**src/rtl/scan_cfg_pkg.sv**
```systemverilog
// scan_cfg_pkg: state encoding and default word width shared by the scan
// configuration controller and its serializer.
// Optional feature macro: SCAN_CFG_READBACK_EN (adds the RB_WAIT state).
package scan_cfg_pkg;

   localparam int WORD_W_DEFAULT = 32;

`ifdef SCAN_CFG_READBACK_EN
   typedef enum logic [2:0] {
      ST_IDLE,
      ST_LOAD,
      ST_SHIFT,
      ST_DONE,
      ST_RB_WAIT
   } state_e;
`else
   typedef enum logic [1:0] {
      ST_IDLE,
      ST_LOAD,
      ST_SHIFT,
      ST_DONE
   } state_e;
`endif

endpackage

```
**src/rtl/scan_cfg_ser.sv**
```systemverilog
// scan_cfg_ser: per-word serializer. Holds the configuration word being shifted
// onto the chain, its bit length, and how many of its bits have already gone out.
module scan_cfg_ser import scan_cfg_pkg::*; #(
   parameter int WORD_W = WORD_W_DEFAULT,
   parameter int BW     = $clog2(WORD_W + 1)
) (
   input  logic              clk,
   input  logic              rst_n,
   input  logic              clear,
   input  logic              load,
   input  logic              shift,
   input  logic [WORD_W-1:0] word,
   input  logic [BW-1:0]     word_bits,
   output logic              next_bit,
   output logic              last_bit,
   output logic [BW-1:0]     bit_idx
);

   logic [WORD_W-1:0] shift_q, shift_d;
   logic [BW-1:0]     cnt_q, cnt_d;
   logic [BW-1:0]     len_q, len_d;

   // Next word register and bit counter; a fresh load takes priority over shifting.
   always_comb begin
      shift_d = shift_q;
      cnt_d   = cnt_q;
      len_d   = len_q;
      if (clear) begin
         shift_d = '0;
         cnt_d   = '0;
         len_d   = '0;
      end else if (load) begin
         shift_d = word;
         cnt_d   = '0;
         len_d   = word_bits;
      end else if (shift) begin
         shift_d = shift_q >> 1;
         cnt_d   = last_bit ? '0 : cnt_q + BW'(1);
      end
   end

   // Word register, counter and length flops.
   always_ff @(posedge clk or negedge rst_n) begin
      if (!rst_n) begin
         shift_q <= '0;
         cnt_q   <= '0;
         len_q   <= '0;
      end else begin
         shift_q <= shift_d;
         cnt_q   <= cnt_d;
         len_q   <= len_d;
      end
   end

   // The bit the chain will see next cycle is whatever lands in position 0.
   assign next_bit = shift_d[0];
   assign last_bit = (cnt_q == len_q - BW'(1));
   assign bit_idx  = cnt_q;

endmodule

```
**src/rtl/scan_cfg_ctrl.sv**
```systemverilog
// scan_cfg_ctrl: loads CHAIN_LEN configuration bits into a scan chain, one
// WORD_W word at a time, LSB first, with a one-cycle LOAD bubble per word.
// Optional feature macro: SCAN_CFG_READBACK_EN captures the bits leaving the
// chain tail per word and holds the FSM in RB_WAIT until they are taken.
module scan_cfg_ctrl import scan_cfg_pkg::*; #(
   parameter int CHAIN_LEN = 1024,
   parameter int WORD_W    = WORD_W_DEFAULT
) (
   input  logic              scan_clk,
   input  logic              scan_rst_n,
   input  logic              start,
   input  logic              abort,
   input  logic [WORD_W-1:0] cfg_data,
   input  logic              cfg_valid,
   output logic              cfg_ready,
   output logic              conn_scan_en,
   output logic              conn_scan_in,
   input  logic              conn_scan_out,
   output logic              busy,
   output logic              done
`ifdef SCAN_CFG_READBACK_EN
   ,
   output logic [WORD_W-1:0] rb_data,
   output logic              rb_valid,
   input  logic              rb_ready
`endif
);

   localparam int TOT_W = $clog2(CHAIN_LEN + 1);
   localparam int BW    = $clog2(WORD_W + 1);

   state_e           state_q, state_d;
   logic [TOT_W-1:0] total_q, total_d, total_inc, remaining;
   logic [BW-1:0]    word_bits;
   logic             cfg_ready_q, cfg_ready_d;
   logic             busy_q, busy_d;
   logic             done_q, done_d;
   logic             en_q, en_d;
   logic             in_q, in_d;
   logic             ser_load, ser_shift, ser_next_bit, ser_last_bit;
   logic [BW-1:0]    ser_bit_idx;
`ifdef SCAN_CFG_READBACK_EN
   logic [WORD_W-1:0] rb_q, rb_d;
   logic              rb_valid_q, rb_valid_d;
`else
   logic [BW:0]       unused_sigs;
   assign unused_sigs = {conn_scan_out, ser_bit_idx};
`endif

   assign total_inc = total_q + TOT_W'(1);
   assign remaining = TOT_W'(CHAIN_LEN) - total_q;
   // Only the final word can be short; it carries whatever the chain still needs.
   assign word_bits = ({{(32-TOT_W){1'b0}}, remaining} < 32'(WORD_W)) ? BW'(remaining) : BW'(WORD_W);

   scan_cfg_ser #(.WORD_W(WORD_W), .BW(BW)) u_ser (
      .clk       (scan_clk),
      .rst_n     (scan_rst_n),
      .clear     (abort),
      .load      (ser_load),
      .shift     (ser_shift),
      .word      (cfg_data),
      .word_bits (word_bits),
      .next_bit  (ser_next_bit),
      .last_bit  (ser_last_bit),
      .bit_idx   (ser_bit_idx)
   );

   // Next-state and next-output decode; abort overrides everything else.
   always_comb begin
      state_d   = state_q;
      total_d   = total_q;
      ser_load  = 1'b0;
      ser_shift = 1'b0;
      en_d      = 1'b0;
      case (state_q)
         ST_IDLE: begin
            if (start) begin
               state_d = ST_LOAD;
               total_d = '0;
            end
         end
         ST_LOAD: begin
            if (cfg_valid && cfg_ready_q) begin
               ser_load = 1'b1;
               state_d  = ST_SHIFT;
               en_d     = 1'b1;
            end
         end
         ST_SHIFT: begin
            ser_shift = 1'b1;
            total_d   = total_inc;
            if (ser_last_bit) begin
`ifdef SCAN_CFG_READBACK_EN
               state_d = ST_RB_WAIT;
`else
               state_d = (total_inc == TOT_W'(CHAIN_LEN)) ? ST_DONE : ST_LOAD;
`endif
            end else begin
               en_d = 1'b1;
            end
         end
`ifdef SCAN_CFG_READBACK_EN
         ST_RB_WAIT: begin
            if (rb_ready) begin
               state_d = (total_q == TOT_W'(CHAIN_LEN)) ? ST_DONE : ST_LOAD;
            end
         end
`endif
         ST_DONE: begin
            state_d = ST_IDLE;
         end
         default: begin
            state_d = ST_IDLE;
         end
      endcase
      if (abort) begin
         state_d   = ST_IDLE;
         ser_load  = 1'b0;
         ser_shift = 1'b0;
         en_d      = 1'b0;
      end
      cfg_ready_d = (state_d == ST_LOAD);
      busy_d      = (state_d != ST_IDLE);
      done_d      = (state_d == ST_DONE);
   end

   // The serial data flop only carries a bit while the enable flop is set.
   assign in_d = en_d & ser_next_bit;

`ifdef SCAN_CFG_READBACK_EN
   // Readback word: cleared per word, then one tail bit per shift cycle in arrival order.
   always_comb begin
      rb_d = rb_q;
      if (ser_load) begin
         rb_d = '0;
      end else if (ser_shift) begin
         rb_d = rb_q | (WORD_W'(conn_scan_out) << ser_bit_idx);
      end
      rb_valid_d = (state_d == ST_RB_WAIT);
   end
`endif

   // FSM state, bit total and all registered outputs.
   always_ff @(posedge scan_clk or negedge scan_rst_n) begin
      if (!scan_rst_n) begin
         state_q     <= ST_IDLE;
         total_q     <= '0;
         cfg_ready_q <= 1'b0;
         busy_q      <= 1'b0;
         done_q      <= 1'b0;
         en_q        <= 1'b0;
         in_q        <= 1'b0;
`ifdef SCAN_CFG_READBACK_EN
         rb_q        <= '0;
         rb_valid_q  <= 1'b0;
`endif
      end else begin
         state_q     <= state_d;
         total_q     <= total_d;
         cfg_ready_q <= cfg_ready_d;
         busy_q      <= busy_d;
         done_q      <= done_d;
         en_q        <= en_d;
         in_q        <= in_d;
`ifdef SCAN_CFG_READBACK_EN
         rb_q        <= rb_d;
         rb_valid_q  <= rb_valid_d;
`endif
      end
   end

   assign cfg_ready    = cfg_ready_q;
   assign busy         = busy_q;
   assign done         = done_q;
   assign conn_scan_en = en_q;
   assign conn_scan_in = in_q;
`ifdef SCAN_CFG_READBACK_EN
   assign rb_data      = rb_q;
   assign rb_valid     = rb_valid_q;
`endif

endmodule

```
**config.mk**
```make
export PLATFORM = sky130hd
export DESIGN_NAME = scan_cfg_ctrl
export DESIGN_NICKNAME = d
export VERILOG_FILES = /design/src/rtl/scan_cfg_pkg.sv /design/src/rtl/scan_cfg_ser.sv /design/src/rtl/scan_cfg_ctrl.sv
export SDC_FILE = /design/constraint.sdc
export NUM_CORES = 1
export LEC_CHECK = 0
export ABC_AREA = 1
export BUFFER_PORTS_ARGS = -buffer_cell sky130_fd_sc_hd__buf_2
export CORE_MARGIN = 1
export CORE_UTILIZATION = 58
export DETAILED_ROUTE_END_ITERATION = 8
export GPL_TIMING_DRIVEN = 0
export PLACE_DENSITY = 0.91
export SYNTH_ARGS = -nofsm -noshare
export SYNTH_HDL_FRONTEND = slang
export SYNTH_HIERARCHICAL = 1
export SYNTH_SLANG_ARGS = --single-unit
```
**constraint.sdc**
```tcl
create_clock -name scan_clk -period 2.2 [get_ports scan_clk]
set_input_delay 0.44 -clock scan_clk [delete_from_list [all_inputs] [get_ports scan_clk]]
set_output_delay 0.44 -clock scan_clk [all_outputs]
set_load 0.1 [all_outputs]
```
Word-level counts from Yosys, hierarchy flattened

Index checks and enable logic that the tools add are counted.

Register bits after elaboration: 62
Logic and storage cells: 58

$add $sub $neg: 4
Order comparisons: 1
Equality and inequality tests: 8
Multiplexer cells: 26
Bitwise operators: 1
Reduce and logical (&&, ||, !) cells: 7

Operators with widths:

| operator                                             | count |
|---|---|
| 2-to-1 mux 32 bit                                    | 3 |
| 2-to-1 mux 6 bit                                     | 7 |
| case mux 11 bit (2 select lines)                     | 1 |
| adder 11 x 1 -> 11 bit (second input constant)       | 1 |
| == test 11 bit (second input constant)               | 1 |
| < comparator 11 x 6 -> 1 bit (second input constant) | 1 |
| 2-to-1 mux 11 bit                                    | 1 |
| subtractor 11 bit (first input constant)             | 1 |
| 2-to-1 mux 2 bit                                     | 5 |
| case mux 2 bit (4 select lines)                      | 1 |
| 2-to-1 mux 1 bit                                     | 7 |
| adder 6 x 1 -> 6 bit (second input constant)         | 1 |
| == test 2 bit (second input constant)                | 3 |
| == test 6 bit                                        | 1 |
| nonzero test 2 bit                                   | 3 |
| subtractor 6 x 1 -> 6 bit (second input constant)    | 1 |
| == test 2 x 1 -> 1 bit (second input constant)       | 2 |
| nonzero test 3 bit                                   | 1 |
| zero test 2 bit                                      | 1 |
| inequality test 2 bit (second input constant)        | 1 |
| case mux 1 bit (2 select lines)                      | 1 |
| AND reduction 2 bit                                  | 1 |
| bitwise AND 1 bit                                    | 1 |
| logical AND 1 bit                                    | 1 |

Depth between registers and ports, before layout

Gate-level depths: netlist of the first run.

Word-level depth: 7
Gate-level depth with buffers: 18

By module

Netlist of the first run, hierarchy kept.

Modules (own cells, without submodules):

| module        | times used | cells an instance | area each (µm²) | sequential area each (µm²) |
|---|---|---|---|---|
| scan_cfg_ser  | 1          | 275               | 2,252.2         | 1,101.1 |
| scan_cfg_ctrl | 1          | 166               | 1,260.0         | 450.4 |

Least setup slack after synthesis of the first run

Ideal clock, no wire load.

Path kind: reg2reg
Start point: register cfg_ready_q, in the netlist cfg_ready
End point: register in_q, in the netlist conn_scan_in
Library setup time: 0.088 ns
Arrival time: 2.141 ns
Setup slack: -0.030 ns
Cell stages (with the launch flop): 8
Clock period less this slack: 2.230 ns
Cell sequence: dfrtp_1 nand3_1 nor2_1 buf_2 buf_2 nand3_1 o211ai_1 nor3b_1

Longest elaborated chain between the ends: 7
Elaborated cells between the ends (all ways): 9

RTL lines:

| item                   | RTL line             | source |
|---|---|---|
| from (decl)            | scan_cfg_ctrl.sv:35  | `logic cfg_ready_q, cfg_ready_d;` |
| from (signal assigned) | scan_cfg_ctrl.sv:160 | `cfg_ready_q <= cfg_ready_d;` |
| logical AND 1 bit      | scan_cfg_ctrl.sv:83  | `if (cfg_valid && cfg_ready_q) begin` |
| 2-to-1 mux 1 bit       | scan_cfg_ctrl.sv:83  |  |
| 2-to-1 mux 1 bit       | scan_cfg_ctrl.sv:75  | `case (state_q)` |
| 2-to-1 mux 1 bit       | scan_cfg_ctrl.sv:116 | `if (abort) begin` |
| via ser_load           | scan_cfg_ctrl.sv:40  | `logic ser_load, ser_shift, ser_next_bit, ser_last_bit;` |
| 2-to-1 mux 32 bit      | scan_cfg_ser.sv:32   | `end else if (load) begin` |
| 2-to-1 mux 32 bit      | scan_cfg_ser.sv:28   | `if (clear) begin` |
| via ser_next_bit       | scan_cfg_ctrl.sv:40  |  |
| bitwise AND 1 bit      | scan_cfg_ctrl.sv:128 | `assign in_d = en_d & ser_next_bit;` |
| via in_d               | scan_cfg_ctrl.sv:39  | `logic in_q, in_d;` |
| to (signal assigned)   | scan_cfg_ctrl.sv:164 | `in_q <= in_d;` |
| to (decl)              | scan_cfg_ctrl.sv:39  |  |

The timed path passes the listed nets, and every way through them passes these cells.
A chain may end at the register's enable or synchronous reset.

Final worst setup path of the first run

Start point: register u_ser.len_q[1]
End point: register done_q, in the netlist done

Longest elaborated chain between the ends: 6

RTL lines:

| item                            | RTL line             | source |
|---|---|---|
| from (decl)                     | scan_cfg_ser.sv:21   | `logic [BW-1:0] len_q, len_d;` |
| from (signal assigned)          | scan_cfg_ser.sv:51   | `len_q <= len_d;` |
| subtractor 6 x 1 -> 6 bit       | scan_cfg_ser.sv:57   | `assign last_bit = (cnt_q == len_q - BW'(1));` |
| == test 6 bit                   | scan_cfg_ser.sv:57   |  |
| via ser_last_bit                | scan_cfg_ctrl.sv:40  |  |
| 2-to-1 mux 2 bit                | scan_cfg_ctrl.sv:92  | `if (ser_last_bit) begin` |
| case mux 2 bit (4 select lines) | scan_cfg_ctrl.sv:75  |  |
| 2-to-1 mux 2 bit                | scan_cfg_ctrl.sv:116 |  |
| == test 2 bit                   | scan_cfg_ctrl.sv:124 | `done_d = (state_d == ST_DONE);` |
| via done_d                      | scan_cfg_ctrl.sv:37  | `logic done_q, done_d;` |
| to (signal assigned)            | scan_cfg_ctrl.sv:162 | `done_q <= done_d;` |
| to (decl)                       | scan_cfg_ctrl.sv:37  |  |

The timed path passes the listed nets, and every way through them passes these cells.

==> results by group, run 1 <==
Synthesis
  – Synth top area share: 0.442
  – Netlist cell types: 38
  – Mapped cell area: ~3500 um2
  – Top-count cell post-synth: nand2_1
  – Async SR Flop Fraction: 1.00
  – Cell taking the most area after synthesis: dfrtp_1
  – Synthesized area per cell: ~8.0 um2
  – Ys flop type: dfrtp_1
  – Syn Nets: roughly 490
  – Number of synthesized flops with an enable pin: 0
  – Synth Instances: between 400 and 500
  – Top cells by count, synth: nand2_1, dfrtp_1, nand3_1
  – Post-synthesis sequential area ratio: 0.442
  – Synth area leaders: dfrtp_1, nand2_1, nand3_1
  – Post-synthesis register bit count: 62
  – Yosys warns: 6

Timing
  – Tmin final: 2150 ps
  – Unrepaired setup endpoints after global routing: yes
  – Hold Vio Cnt, Final: 0
  – Worst slew pin tran: ~770 ps
  – Slew Limit Headroom: 0.486
  – Final Skew: just over 10 ps
  – Post-route clock period utilization: 0.976
  – Final number of setup-violating endpoints: 0
  – Final TNS setup: 0 ps
  – Final Max Slew Viols: 0
  – Worst setup margin: 52.5 ps
  – Fmax: 0.466 GHz

Layout
  – Fin area: about 4100 um2
  – Final Util: 0.729
  – Nets: approximately 540
  – Share of cells above drive strength 1: 0.247
  – Area grow syn2layout: 17.7%
  – Antenna Cells: 0

Critical path
  – Crit path arrival time: between 2000 and 2500 ps
  – Crit-path max FO: 3
  – Setup CP Type: reg -> reg
  – Worst setup EP type: flop
  – Worst EP required: ~2500 ps
  – Flop2flop setup slack: around 53 ps
  – Startpoint Class: flop

Die
  – Chip width: roughly 80 um
  – Initial Util: 0.619
  – Die footprint: around 6400 um2
  – Chip Height: roughly 80 um
  – # IOs: 43
  – Core ar.: 5680 um2
  – FP Rows: 27

Power and ir drop
  – Clock power frac: 0.328
  – Sw Share: 0.359
  – Max IR drop VDD: about 0.93 mV
  – Reg power frac: 0.385
  – P_sw: 1.24 mW
  – Leak: roughly 2.0 nW
  – PwrDens: 835 nW/um2
  – Pint: around 2.2 mW
  – Combinational Power Share: 0.288

CTS
  – Num CTS Buffers: 9
  – Clock latency on the worst-skew pair: 350 ps
  – Num Clock Sinks: a little over 60
  – CTS H-Tree Depth: 3
  – Hold Buf Count CTS: 0
  – Clock transition at the registers of the reported paths: 70 ps
  – CTS root buf: clkbuf_8
  – Clk buf depth: 2
  – CTS tree: done

Route
  – Routed wire length: between 8000 and 9000 um
  – DRT iter0 DRCs: roughly 340
  – Avg WL per Cell: between 10 and 15 um
  – Drt pass-1 iters: 5
  – Vias per std cell: slightly below 6
  – Routed via count: approximately 3400
  – Post-route ant nets: 0
  – DRC: 0

GRT
  – First-pass GRT wire length: roughly 14000 um
  – GRT Overall Usage: 0.286
  – Vias in the first global route: around 3100
  – Largest net degree at the start of global routing: 63
  – Grt ovf: 0
  – Initial antenna violation count: 0

Placement
  – Placed Instance Area: roughly 3800 um2
  – HPWL Detailed: between 5000 and 6000 um
  – Dpl ws: -93.2 ps
  – PortBufs: slightly above 40
  – Placer Congestion: ~0.82

Hold path
  – Worst Hold Class: in -> async

Flow run
  – Max-capacitance violation count: 0

Outcome
  – Outcome: completed
[power groups by stage]
stage | Sequential, mW | Clock, mW | Combinational, mW
final | 1.33 | 1.13 | 0.992
after global routing | 1.34 | 1.19 | 1.08
after CTS | 1.33 | 1.14 | 0.959
after detailed placement | 1.35 | 0 | 0.951
after global placement | 1.34 | 0 | 0.920
after floorplan | 1.48 | 0 | 0.563
[registers in the layout, indices dropped and copies added (netlist names)]
signal	count
busy	1
conn_scan_en	1
u_ser/bit_idx	6
done	1
total_q	11
state_q	2
cfg_ready	1
conn_scan_in	1
u_ser/shift_q	32
u_ser/len_q	6
[path summary, 6_finish.rpt]
| check | start | end | depth (start not counted) |
|---|---|---|---|
| max reg2reg | u_ser/len_q[1] | done | 15 |
| min | scan_rst_n | busy | 1 |
| max | u_ser/len_q[1] | done | 15 |
| max in group asynchronous | scan_rst_n | cfg_ready | 1 |
| min reg2reg | u_ser/shift_q[31] | u_ser/shift_q[31] | 1 |
| min in group scan_clk | cfg_data[31] | u_ser/shift_q[31] | 2 |
[timing repair]
item	CTS	global route
buffers inserted	3	2
setup endpoints to repair	5	22
pin swaps	3	7
gates cloned	0	0
resized for setup	6	15
[logic make-up after synthesis]
kind of cell / share of synthesized area
buf+inv: 0.0862
compound gates: 0.160
fa+ha+maj: 0.0285
flops: 0.442
simple gates: 0.261
xor+xnor: 0.0224
[metal layers]
| layer | global-route usage | share of wire | routed length (um) | vias to the layer above |
|---|---|---|---|---|
| met4 | 0.132 | 0.011 | 91 | 0 |
| met3 | 0.0583 | 0.070 | 599 | 11 |
| met1 | 0.368 | 0.42 | 3540 | 1625 |
| li1 | - | - | - | 1573 |
| met5 | 0 | 0 | 0 | - |
| met2 | 0.464 | 0.50 | 4290 | 152 |
[placed cells by master, fill, tap and decap left out, types with 2 or more instances in the layout]
cell type and count:
nor2_2 5, nand4_1 4, nor2_1 26, clkinv_1 2, clkinv_2 2, ha_1 7, buf_4 8, xnor2_1 2
bufinv_16 2, inv_2 12, a22oi_1 20, nor2_4 6, clkbuf_2 2, inv_1 39, clkbuf_4 2, clkbuf_8 11
o22ai_1 6, o21ai_0 38, o21ai_1 17, a21oi_1 5, dfrtp_1 61, clkbuf_1 4, buf_2 47, inv_4 2
nand2_1 90, nand3_1 42, nand2_2 9, nand3_2 6, xor2_1 6
[final cells by class]
type / count / area [um2]
multi-input cells: 306 / 1710
flip-flops and latches: 62 / 1550
fillers: 389 / 1540
repair buffers: 46 / 245
inverters: 55 / 211
clock buffers: 11 / 151
plain buffers: 18 / 101
well taps: 72 / 90.1
clock inverters: 4 / 70.1
[critical path, stage by stage, from the launching register on]
cell	delay, ps
dfrtp_1	400
buf_4	150
nor2_4	140
nand2_2	90
nor2_2	120
xor2_2	230
nand3_4	130
inv_4	80
nand3_2	50
nor2_1	100
nand2_1	70
nor2_1	100
nand3_1	90
o21bai_2	170
nand2_2	100
nor2_2	80
[per-stage QoR]
stage | cells | hold WS, ps | power (mW)
floorplan | 441 | 144 | 2.05
global placement | 554 | 468 | 2.26
detailed placement | 554 | 480 | 2.30
CTS | 572 | 354 | 3.43
global route | 574 | 243 | 3.62
finish | 574 | 165 | 3.45
(Power assumes the default switching activity.)
==> run 2, diff against run 1 <==
--- a/config.mk
+++ b/config.mk
@@ -12,6 +12,7 @@
 export DETAILED_ROUTE_END_ITERATION = 8
 export GPL_TIMING_DRIVEN = 0
 export PLACE_DENSITY = 0.91
+export REMOVE_ABC_BUFFERS = 1
 export SYNTH_ARGS = -nofsm -noshare
 export SYNTH_HDL_FRONTEND = slang
 export SYNTH_HIERARCHICAL = 1
==> run 2 against run 1 <==
Against the previous run:
- final area is 0.61% higher
- sequential power hardly changed
- first-iteration DRC count is 3.8% higher
- sequential share of layout area is 0.23 points lower
- die area stayed put
- flip-flop and latch count stayed put
- combinational power is 8% higher
- critical endpoint is now conn_scan_in
- largest power group unchanged
==> results by group, run 2 (same netlist as run 1, synthesis figures left out) <==
Outcome
  – Outcome: completed

CTS
  – Hold Buf Count CTS: 0 (unchanged)
  – CTS root buf: clkbuf_8
  – CTS H-Tree Depth: 3 (unchanged)
  – Clk buf depth: 2 (unchanged)
  – Num Clock Sinks: 62 (unchanged)
  – Clock latency on the worst-skew pair: 350 ps (about the same)
  – Num CTS Buffers: 9 (unchanged)
  – CTS tree: done
  – Clock transition at the registers of the reported paths: 80 ps (about the same)

Die
  – Die footprint: 6370 um2 (unchanged)
  – Chip Height: 79.8 um (unchanged)
  – Core ar.: 5680 um2 (unchanged)
  – Chip width: 79.8 um (unchanged)
  – Initial Util: 0.619 (unchanged)
  – FP Rows: 27 (unchanged)
  – # IOs: 43 (unchanged)

Timing
  – Hold Vio Cnt, Final: 0 (unchanged)
  – Tmin final: 2190 ps (+42.7 ps)
  – Unrepaired setup endpoints after global routing: yes
  – Post-route clock period utilization: 0.996 (+0.0194)
  – Worst slew pin tran: 879 ps (+107 ps)
  – Worst setup margin: 9.78 ps (-42.7 ps)
  – Final Max Slew Viols: 0 (unchanged)
  – Slew Limit Headroom: 0.414 (-0.0713)
  – Final number of setup-violating endpoints: 0 (unchanged)
  – Final Skew: 19.7 ps (+9.51 ps)
  – Worst hold slack: 202 ps (+37.7 ps)
  – Fmax: 0.457 GHz (-2.0%)

Placement
  – Placer Congestion: 0.876 (+6.5%)
  – Dpl ws: -1300 ps (-1210 ps)
  – Dpl cells: 537 (-3.1%)
  – PortBufs: 41 (unchanged)
  – HPWL Detailed: 5400 um (-4.1%)

Critical path
  – Crit-path max FO: 27 (+24)
  – Register-to-Register Path Depth: 12 (-3)
  – Reg-to-Reg Start: state_q[1]
  – Crit path arrival time: 2390 ps (-40 ps)
  – Reg2reg end: conn_scan_in
  – Worst EP required: 2400 ps (-80 ps)
  – Startpoint Class: flop
  – Worst setup EP type: flop
  – Flop2flop setup slack: 10 ps (-40 ps)
  – Setup CP Type: reg -> reg

Layout
  – Area grow syn2layout: 18.5%
  – Share of cells above drive strength 1: 0.250 (+0.00299)
  – Max reg flops: 32 (unchanged)
  – Largest regs: u_ser/shift_q (32), total_q (11)
  – Top reg by flops: u_ser/shift_q
  – Nets: 533 (-2.0%)
  – Most frequent cells in the layout: nand2_1, dfrtp_1, nand3_1, buf_2
  – Commonest non-fill, non-tap cell in the layout: nand2_1
  – Antenna Cells: 0 (unchanged)
  – Cell Count, Final, Fillers Out: 564 (-1.7%)

Route
  – Routed wire length: 9610 um (+13%)
  – Routed via count: 3463 (+3.0%)
  – Drt pass-1 iters: 7 (+2)
  – Avg WL per Cell: 17.0 um (+15%)
  – Vias per std cell: 6.14 (+4.9%)
  – Post-route ant nets: 0 (unchanged)
  – DRC: 0 (unchanged)
  – DRT iter0 DRCs: 351 (+3.8%)

Flow run
  – Max-capacitance violation count: 0 (unchanged)

Hold path
  – Worst Hold Class: in -> async

GRT
  – Largest net degree at the start of global routing: 38 (-40%)
  – Initial antenna violation count: 0 (unchanged)
  – First-pass GRT wire length: 14900 um (+7.4%)
  – Vias in the first global route: 3225 (+3.1%)
  – GRT Overall Usage: 0.311 (+0.0254)
  – Grt ovf: 0 (unchanged)

Power and ir drop
  – Leak: 1.97 nW (-2.2%)
  – Max IR drop VDD: 0.924 mV (-0.18%)
  – PwrDens: 847 nW/um2 (+1.5%)
run 2: changes by cell type in the layout (fill, tap and decap cells not counted), moves of 2 or more:
cell and delta:
clkbuf_8 -2, clkbuf_2 -2, buf_2 -6, clkbuf_4 -2
nor2_2 +3, nand2_8 +2, clkbuf_1 -3, ha_1 -2
run 2: layout make-up:
cell class | instances | area [um2]
fillers | 388 | 1520
repair buffers | 50 | 285
multi-input cells | 309 | 1800
inverters | 55 | 221
well taps | 72 | 90.1
clock inverters | 6 | 86.3
flip-flops and latches | 62 | 1550
clock buffers | 10 | 128
run 2: worst max-delay path: stages (launching register included):
cell and delay, ps:
dfrtp_2 460, inv_1 100, ha_2 220, nand3_4 140, nor2_4 150, inv_2 80, nand2_8 120, inv_2 100
nand2_8 120, inv_8 90, nand2_1 70, o211ai_1 150, nor3b_2 200
run 2: how the worst max path moves through the flow:
stage / start / to / slack, ps / cells past startpoint
floorplan: cfg_ready / conn_scan_in / -1560 / 6
global placement: state_q[1] / conn_scan_in / -2380 / 8
detailed placement: state_q[0] / conn_scan_in / -1300 / 9
CTS: u_ser/len_q[0] / done / 5 / 18
global route: state_q[1] / conn_scan_in / -70 / 12
finish: state_q[1] / conn_scan_in / 10 / 12
run 2: per-layer routing:
metal  wire length [um]  global-route usage  up-vias  share of wire
li1                   -                   -     1564              -
met1               3820               0.392     1650           0.40
met5                  0                   0        -              0
met4                283               0.195        0          0.029
met3                769              0.0503       35          0.080
met2               4740               0.501      214           0.49
run 2: what timing repair did:
item / 4_1_cts / 5_1_grt
pin swaps: 7 / 9
setup endpoints to repair: 43 / 24
setup buffers: 6 / 2
gates resized for setup: 16 / 15
gates cloned: 3 / 0
run 2: report_power, final:
part | internal [mW] | switching [mW] | leakage [nW] | total (mW)
clock | 0.636 | 0.474 | 0.106 | 1.11
sequential | 1.25 | 0.0956 | 0.845 | 1.35
combinational | 0.288 | 0.782 | 1.02 | 1.07
total | 2.17 | 1.35 | 1.97 | 3.53
run 2: metrics by stage:
step,area [um2],utilization,setup TNS [ps],power [mW]
global placement,3710,0.654,-78250,2.22
finish,4160,0.733,0,3.53
global route,4160,0.733,-121,3.66
floorplan,3420,-,-53990,2.01
CTS,4080,0.719,0,3.41
detailed placement,3740,0.659,-24430,2.26
